===== config.mk =====
export PLATFORM = sky130hd
export DESIGN_NAME = dsp_tx_path_flat
export DESIGN_NICKNAME = d
export VERILOG_FILES = /design/src/rtl/dsp_tx_path_if.sv /design/src/rtl/dsp_tx_path.sv /design/src/flat_wrapper.sv
export SDC_FILE = /design/constraint.sdc
export NUM_CORES = 2
export LEC_CHECK = 0
export BUFFER_PORTS_ARGS = -buffer_cell sky130_fd_sc_hd__buf_2
export CORE_MARGIN = 5
export CORE_UTILIZATION = 25
export DETAILED_ROUTE_END_ITERATION = 6
export GPL_TIMING_DRIVEN = 0
export PLACE_DENSITY = 0.4
export SETUP_SLACK_MARGIN = 0.3
export SYNTH_ARGS = -nofsm -noshare
export SYNTH_HDL_FRONTEND = slang
export SYNTH_SLANG_ARGS = --single-unit
export TNS_END_PERCENT = 20

===== constraint.sdc =====
create_clock -name clk -period 8.5 [get_ports clk]
set_input_delay 0.85 -clock clk [delete_from_list [all_inputs] [get_ports clk]]
set_output_delay 0.85 -clock clk [all_outputs]
set_load 0.01 [all_outputs]

===== src/rtl/dsp_tx_path_if.sv =====
// dsp_tx_path_if: symbol input stream and filtered I/Q output stream of the transmit path.
interface dsp_tx_path_if #(
   parameter int SYM_W = 6,
   parameter int OUT_W = 10
);
   logic [SYM_W-1:0] in_sym;
   logic in_valid;
   logic in_ready;
   logic signed [OUT_W-1:0] I_out;
   logic signed [OUT_W-1:0] Q_out;
   logic out_valid;
   modport master(output in_sym, in_valid, input in_ready, I_out, Q_out, out_valid);
   modport slave(input in_sym, in_valid, output in_ready, I_out, Q_out, out_valid);
endinterface


===== src/rtl/dsp_tx_path.sv =====
// dsp_tx_path: QAM mapper, zero-stuffing upsampler and I/Q FIR with saturating output.
// Define DSP_TX_CAPTURE_EN to build the output capture buffer with its SPI-style read port.
module dsp_tx_path #(
   parameter int SYM_W = 6,
   parameter int UPS = 4,
   parameter int NTAPS = 8,
   parameter int COEF_W = 16,
   parameter int SHIFT = 8,
   parameter int OUT_W = 10,
   parameter int CAP_DEPTH = 64
) (
   input logic clk,
   input logic rst,
   dsp_tx_path_if.slave s,
   input logic coef_we,
   input logic [$clog2(NTAPS)-1:0] coef_addr,
   input logic signed [COEF_W-1:0] coef_data,
   output logic sat_flag,
   input logic cap_arm,
   output logic cap_done,
   input logic spi_rd,
   input logic [$clog2(CAP_DEPTH)-1:0] spi_addr,
   output logic [2*OUT_W-1:0] spi_data_out,
   output logic spi_valid
);
   localparam int HW = SYM_W / 2;
   localparam int LW = HW + 1;
   localparam int PW = $clog2(UPS);
   localparam int CW = $clog2(NTAPS);
   localparam int FW = $clog2(NTAPS + 1);
   localparam int AW = COEF_W + LW + CW + 1;
   localparam logic signed [AW-1:0] MAXV = AW'((1 << (OUT_W - 1)) - 1);
   localparam logic signed [AW-1:0] MINV = ~MAXV;
   localparam logic [1:0] IDLE = 2'd0, RUN = 2'd1, FLUSH = 2'd2;

   logic [1:0] state_q, state_d;
   logic [PW-1:0] phase_q, phase_d, phase_inc;
   logic [FW-1:0] flush_q, flush_d;
   logic signed [LW-1:0] xi_q [NTAPS];
   logic signed [LW-1:0] xi_d [NTAPS];
   logic signed [LW-1:0] xq_q [NTAPS];
   logic signed [LW-1:0] xq_d [NTAPS];
   logic signed [COEF_W-1:0] h_q [NTAPS];
   logic signed [COEF_W-1:0] h_d [NTAPS];
   logic signed [LW-1:0] lvl_i, lvl_q;
   logic signed [AW-1:0] acc_i, acc_q, sh_i, sh_q;
   logic signed [OUT_W-1:0] i_out_q, i_out_d, q_out_q, q_out_d;
   logic out_valid_q, out_valid_d, sv_q, sv_d, sat_q, sat_d;
   logic take, shift, stop, fin;

   function automatic logic signed [OUT_W-1:0] sat_fn(input logic signed [AW-1:0] a);
      return a > MAXV ? MAXV[OUT_W-1:0] : a < MINV ? MINV[OUT_W-1:0] : a[OUT_W-1:0];
   endfunction

   assign s.in_ready = state_q != FLUSH && phase_q == '0;
   assign take = s.in_valid && s.in_ready;
   assign shift = state_q != IDLE || take;
   assign stop = state_q == RUN && phase_q == '0 && !s.in_valid;
   assign fin = flush_q == FW'(NTAPS - 1);
   assign phase_inc = phase_q == PW'(UPS - 1) ? '0 : phase_q + 1'b1;
   // Level 2k-(2^HW-1) computed modulo 2^LW gives the signed odd constellation point directly.
   assign lvl_i = $signed({s.in_sym[SYM_W-1:HW], 1'b0} - LW'((1 << HW) - 1));
   assign lvl_q = $signed({s.in_sym[HW-1:0], 1'b0} - LW'((1 << HW) - 1));

   always_comb begin
      state_d = state_q == IDLE ? (take ? RUN : IDLE) :
                state_q == RUN ? (stop ? FLUSH : RUN) : (fin ? IDLE : FLUSH);
      phase_d = ((state_q == IDLE && take) || (state_q == RUN && !stop)) ? phase_inc : '0;
      flush_d = state_q == FLUSH ? flush_q + 1'b1 : '0;
   end

   always_comb begin
      xi_d = xi_q;
      xq_d = xq_q;
      h_d = h_q;
      if (shift) begin
         xi_d[0] = take ? lvl_i : '0;
         xq_d[0] = take ? lvl_q : '0;
         for (int i = 1; i < NTAPS; i++) begin
            xi_d[i] = xi_q[i-1];
            xq_d[i] = xq_q[i-1];
         end
      end
      for (int i = 0; i < NTAPS; i++)
         if (coef_we && coef_addr == CW'(i)) h_d[i] = coef_data;
   end

   always_comb begin
      acc_i = '0;
      acc_q = '0;
      for (int i = 0; i < NTAPS; i++) begin
         acc_i = acc_i + AW'(h_q[i]) * AW'(xi_q[i]);
         acc_q = acc_q + AW'(h_q[i]) * AW'(xq_q[i]);
      end
      sh_i = acc_i >>> SHIFT;
      sh_q = acc_q >>> SHIFT;
   end

   assign i_out_d = sat_fn(sh_i);
   assign q_out_d = sat_fn(sh_q);
   assign sat_d = sat_q || sh_i > MAXV || sh_i < MINV || sh_q > MAXV || sh_q < MINV;
   assign sv_d = shift;
   assign out_valid_d = sv_q;

   always_ff @(posedge clk or posedge rst)
      if (rst) begin
         state_q <= IDLE;
         phase_q <= '0;
         flush_q <= '0;
         i_out_q <= '0;
         q_out_q <= '0;
         out_valid_q <= 1'b0;
         sv_q <= 1'b0;
         sat_q <= 1'b0;
         for (int i = 0; i < NTAPS; i++) begin
            xi_q[i] <= '0;
            xq_q[i] <= '0;
            h_q[i] <= i == 0 ? COEF_W'(1 << SHIFT) : '0;
         end
      end else begin
         state_q <= state_d;
         phase_q <= phase_d;
         flush_q <= flush_d;
         i_out_q <= i_out_d;
         q_out_q <= q_out_d;
         out_valid_q <= out_valid_d;
         sv_q <= sv_d;
         sat_q <= sat_d;
         xi_q <= xi_d;
         xq_q <= xq_d;
         h_q <= h_d;
      end

   assign s.I_out = i_out_q;
   assign s.Q_out = q_out_q;
   assign s.out_valid = out_valid_q;
   assign sat_flag = sat_q;

`ifdef DSP_TX_CAPTURE_EN
   localparam int PA = $clog2(CAP_DEPTH);
   logic [2*OUT_W-1:0] mem [CAP_DEPTH];
   logic [PA-1:0] ptr_q, ptr_d;
   logic act_q, act_d, done_q, done_d, spv_q, spv_d, cap_we, last;
   logic [2*OUT_W-1:0] spd_q, spd_d;

   // An arm pulse wins over a sample on the same cycle; capture starts with the next valid sample.
   assign cap_we = act_q && !cap_arm && out_valid_q;
   assign last = cap_we && ptr_q == PA'(CAP_DEPTH - 1);

   always_comb begin
      ptr_d = cap_arm ? '0 : ptr_q + PA'(cap_we);
      act_d = cap_arm || (act_q && !last);
      done_d = !cap_arm && (done_q || last);
      spd_d = spi_rd ? mem[spi_addr] : spd_q;
      spv_d = spi_rd;
   end

   always_ff @(posedge clk)
      if (cap_we) mem[ptr_q] <= {i_out_q, q_out_q};

   always_ff @(posedge clk or posedge rst)
      if (rst) begin
         ptr_q <= '0;
         act_q <= 1'b0;
         done_q <= 1'b0;
         spd_q <= '0;
         spv_q <= 1'b0;
      end else begin
         ptr_q <= ptr_d;
         act_q <= act_d;
         done_q <= done_d;
         spd_q <= spd_d;
         spv_q <= spv_d;
      end

   assign cap_done = done_q;
   assign spi_data_out = spd_q;
   assign spi_valid = spv_q;
`else
   logic unused_cap;
   assign unused_cap = ^{cap_arm, spi_rd, spi_addr};
   assign cap_done = 1'b0;
   assign spi_data_out = '0;
   assign spi_valid = 1'b0;
`endif
endmodule


===== src/flat_wrapper.sv =====
// flat-port wrapper written by rule: the top's interface ports become plain ports
module dsp_tx_path_flat 
#(
   parameter int SYM_W = 6,
   parameter int UPS = 4,
   parameter int NTAPS = 8,
   parameter int COEF_W = 16,
   parameter int SHIFT = 8,
   parameter int OUT_W = 10,
   parameter int CAP_DEPTH = 64
)
  (clk, rst, coef_we, coef_addr, coef_data, sat_flag, cap_arm, cap_done, spi_rd, spi_addr, spi_data_out, spi_valid, s_in_sym, s_in_valid, s_in_ready, s_I_out, s_Q_out, s_out_valid);
  dsp_tx_path_if #(.SYM_W(SYM_W), .OUT_W(OUT_W)) s_i ();
  input logic clk;
  input logic rst;
  input logic coef_we;
  input logic [$clog2(NTAPS)-1:0] coef_addr;
  input logic signed [COEF_W-1:0] coef_data;
  output logic sat_flag;
  input logic cap_arm;
  output logic cap_done;
  input logic spi_rd;
  input logic [$clog2(CAP_DEPTH)-1:0] spi_addr;
  output logic [2*OUT_W-1:0] spi_data_out;
  output logic spi_valid;
  input wire logic [$bits(s_i.in_sym)-1:0] s_in_sym;
  input wire logic [$bits(s_i.in_valid)-1:0] s_in_valid;
  output wire logic [$bits(s_i.in_ready)-1:0] s_in_ready;
  output wire logic [$bits(s_i.I_out)-1:0] s_I_out;
  output wire logic [$bits(s_i.Q_out)-1:0] s_Q_out;
  output wire logic [$bits(s_i.out_valid)-1:0] s_out_valid;
  assign s_i.in_sym = s_in_sym;
  assign s_i.in_valid = s_in_valid;
  assign s_in_ready = s_i.in_ready;
  assign s_I_out = s_i.I_out;
  assign s_Q_out = s_i.Q_out;
  assign s_out_valid = s_i.out_valid;
  dsp_tx_path #(.SYM_W(SYM_W), .UPS(UPS), .NTAPS(NTAPS), .COEF_W(COEF_W), .SHIFT(SHIFT), .OUT_W(OUT_W), .CAP_DEPTH(CAP_DEPTH)) u_core (.clk(clk), .rst(rst), .s(s_i), .coef_we(coef_we), .coef_addr(coef_addr), .coef_data(coef_data), .sat_flag(sat_flag), .cap_arm(cap_arm), .cap_done(cap_done), .spi_rd(spi_rd), .spi_addr(spi_addr), .spi_data_out(spi_data_out), .spi_valid(spi_valid));
endmodule

==> results.md <==
Outcome:
- The flow ran to the end, but the final reports show violations.
- The final reports fail on setup timing.

STA:
- The worst pin sits at a relative slew slack of 0.0840.
- The slew of the pin with the lowest slew margin is 1.36 ns.
- The maximum clock frequency is 104 MHz.
- The fraction of the cycle the final worst path needs is 1.13.
- The final count of hold timing violations is 0.
- Setup violations remaining at the end of the flow were counted as 21.
- The worst path in the final design needs a cycle of 9.63 ns, including I/O delays and setup.
- For the final database, setup skew stands at 0.0275 ns.
- The final worst setup slack is -1.13 ns.
- Setup repair after global routing could not meet its margin everywhere.
- The number of pins with negative max-slew slack in the final report is 0.
- The worst hold slack after final layout is 0.254 ns.
- The accumulated negative setup slack is -21.75 ns.

Placement:
- The estimated wirelength of the detail-placed design is 140 mm.
- The weighted congestion reported at the end of routability-driven placement is 0.944.
- The total placed instance area is 51100 sq um.
- During placement, the flow inserted port buffers numbering 47.

Route:
- The first detailed-routing pass ran for 6 iterations.
- The detailed router's first-iteration violation count is 2209.
- Summed over all layers, the routed wires come to 173 mm.
- The wire length per cell is 22.4 um.
- After detailed routing, the number of vias per cell comes to 4.57.
- The count of unresolved DRC violations after routing is 0.
- Once detail routing completed, the nets flagged for antenna violations numbered 0.
- Detailed routing inserted a total of 35300 vias.

Synth:
- The synthesized netlist contains 81 unique library cells.
- Of the synthesized area, sequential elements account for 0.114.
- The number of warning messages in the yosys log is 0.
- The most instantiated flip-flop cell in the synthesis netlist is dfrtp_1.
- The cell area after technology mapping is 47300 sq um.
- By count the netlist is led by inv_1, fa_1, ha_1.
- In the post-synthesis netlist, the cell with the most instances is inv_1.
- The synthesized design contains 215 register bits.
- The share of the synthesized area in the top cell type is 0.344.
- fa_1 takes more of the synthesized area than any other cell.
- In the synthesized netlist, the number of instances is 4935.
- The count of flip-flops with a built-in enable after synthesis is 0.
- Each instance of the synthesized netlist takes up on average 9.59 sq um.
- In the post-synthesis netlist, the biggest area contributors are fa_1, ha_1, dfrtp_1.
- The fraction of registers with async set or reset after synthesis is 1.00.

Layout:
- The layout net count is 6573.
- The combined flip-flop and latch cell area is 5430 sq um.
- The layout overhead on the synthesized area is 16.2%.
- The filler cells instantiated in the layout total 20000.
- The area occupied by multi-input gates is 39400 sq um.
- The share of post-route cells with drive strength above 1 is 0.146.
- The post-route standard cell area excluding fillers is 55000 sq um.

Clocking:
- The clock transition at the registers of the reported paths is 0.05 ns.
- The number of H-tree levels is 2.
- The tree built by TritonCTS fans out to 215 sinks.
- The number of hold buffers added after CTS was 0.
- TritonCTS built the clock tree.
- The master cell of the clock root buffer is clkbuf_16.
- The clock passes through at most 3 buffers.
- The TritonCTS buffer count is 40.
- Clock latency on the worst-skew pair, taken at its later pin, is 0.63 ns.

Setup path:
- Among the stages of the critical path, the cell type that occurs most often is fa_1.
- The cell depth of the worst flop-to-flop path is 36.
- STA puts the critical path data required time at 9.00 ns.
- The largest fanout on the critical path is 7.
- The setup slack on the worst flop-to-flop path is -1.13 ns.
- The type of element capturing the critical path is a flip-flop.
- The longest individual stage delay on the worst path is 0.58 ns.
- The kind of start point of the critical path is a flip-flop.
- The critical path is of the reg2reg type.
- STA puts the critical path data arrival time at 10.13 ns.
- On the critical path, the stage with the largest delay is an instance of fa_2.

Die:
- From left edge to right edge, the die measures 445 um.
- The die outline height is 445 um.
- The region available for standard cell placement spans 188000 sq um.
- The I/O pin count is 82.
- The total number of placement rows is 159.
- For this configuration, the core starts out at a cell density of 0.252.
- The floorplan step defined a die boundary enclosing 198000 sq um.

Global route:
- Entering global routing, the biggest net connects 96 pins.
- The global-route wire length before repair is 253 mm.
- The total grt overflow is 0.
- The via count of the first global-routing pass is 36600.
- The initial antenna violation count is 21.
- For this run, the total global-route usage over all layers was measured as 0.175.

Worst hold path:
- The worst hold path belongs to the class in2async.

Job:
- Max-cap violations in this run came to 0.
## metrics by stage
step	util	setup slack (ns)	std cells
2_1_floorplan	-	-0.298	4956
3_3_place_gp	0.271	-2.84	7498
3_5_place_dp	0.272	-2.74	7504
4_1_cts	0.288	-1.26	7654
5_1_grt	0.292	-1.46	7701
6_report	0.292	-1.13	7710
## worst max-delay path, delay by kind of cell (launching register included)
kind,cells,cell delay [ns]
and+or+nand+nor,6,0.75
adders and majority gates,11,4.95
DFF,1,0.44
AOI/OAI and AO/OA,11,2.29
buffers and inverters,6,0.62
xor gates and xnor gates,2,0.42
## timing repair
| item | in CTS | in global routing |
|---|---|---|
| setup endpoints to repair | 21 | 21 |
| gates resized for setup | 253 | 113 |
| pin swaps | 91 | 105 |
| cloned | 4 | 1 |
| buffers inserted | 72 | 35 |
## logic make-up (layout without fill, tap and decap cells)
family,after synthesis,in the layout,share of synthesized area
adder cells (fa/ha/maj),1373,1373,0.492
XOR/XNOR,282,282,0.0522
flip-flops,215,215,0.114
buffers and inverters,990,1226,0.0803
other,1,42,0.0000793
AO/OA/AOI/OAI,508,510,0.0723
multiplexers,165,165,0.0392
AND/OR/NAND/NOR,1401,1402,0.150
## cell usage in the layout (no fill, tap or decap), types with 50 or more instances in the layout
cell | netlist | routed
inv_1 | 864 | 848
fa_1 | 814 | 787
ha_1 | 559 | 547
nand2_1 | 449 | 442
and2_1 | 311 | 311
nand2b_1 | 181 | 180
dfrtp_1 | 214 | 178
nor2_1 | 173 | 171
mux2_2 | 163 | 163
xnor2_1 | 179 | 160
buf_4 | 22 | 123
a21oi_1 | 130 | 108
xor2_1 | 103 | 86
nand3_1 | 89 | 85
o21ai_0 | 84 | 77
clkbuf_1 | 99 | 56
clkbuf_16 | 0 | 52
nor3_1 | 65 | 51
a21o_1 | 51 | 50
## sequential cells by signal (all words and copies together) (netlist names)
| register | flops |
|---|---|
| u_core.out_valid_d | 1 |
| u_core.s.Q_out | 10 |
| u_core.flush_q | 4 |
| u_core.s.I_out | 10 |
| u_core.xq_q | 32 |
| u_core.s.out_valid | 1 |
| u_core.h_q | 128 |
| u_core.xi_q | 24 |
| u_core.sat_flag | 1 |
| u_core.phase_q | 2 |
| u_core.state_q | 2 |
## cell type report
class,count,area share
multi-input combinational,3754,0.717
sequential,215,0.0987
clock inverter,26,0.00637
tap,2495,0.0568
timing repair buffer,162,0.0224
buffer,121,0.0181
clock buffer,48,0.0195
antenna,20,0.000910
inverter,869,0.0600
## metal layers
layer | vias to the layer above | wire length [um] | track usage
met5 | - | 0 | 0
met4 | 0 | 4660 | 0.0437
met3 | 129 | 9600 | 0.0295
met2 | 739 | 82300 | 0.293
met1 | 18200 | 76400 | 0.236
li1 | 16200 | - | -
## worst paths after layout
kind	startpoint	endpoint
max	u_core.xq_q[26]$_DFFE_PP0P_	u_core.s.Q_out[3]$_DFF_PP0_
min	rst	u_core.out_valid_d$_DFF_PP0_
max reg2reg	u_core.xq_q[26]$_DFFE_PP0P_	u_core.s.Q_out[3]$_DFF_PP0_
min reg2reg	u_core.out_valid_d$_DFF_PP0_	u_core.s.out_valid$_DFF_PP0_
max in group asynchronous	rst	u_core.xq_q[11]$_DFFE_PP0P_
min in group clk	u_core.out_valid_d$_DFF_PP0_	u_core.s.out_valid$_DFF_PP0_
Power is not shown: default switching activity piles up to over one toggle a cycle in this logic, so the estimate is an artifact.
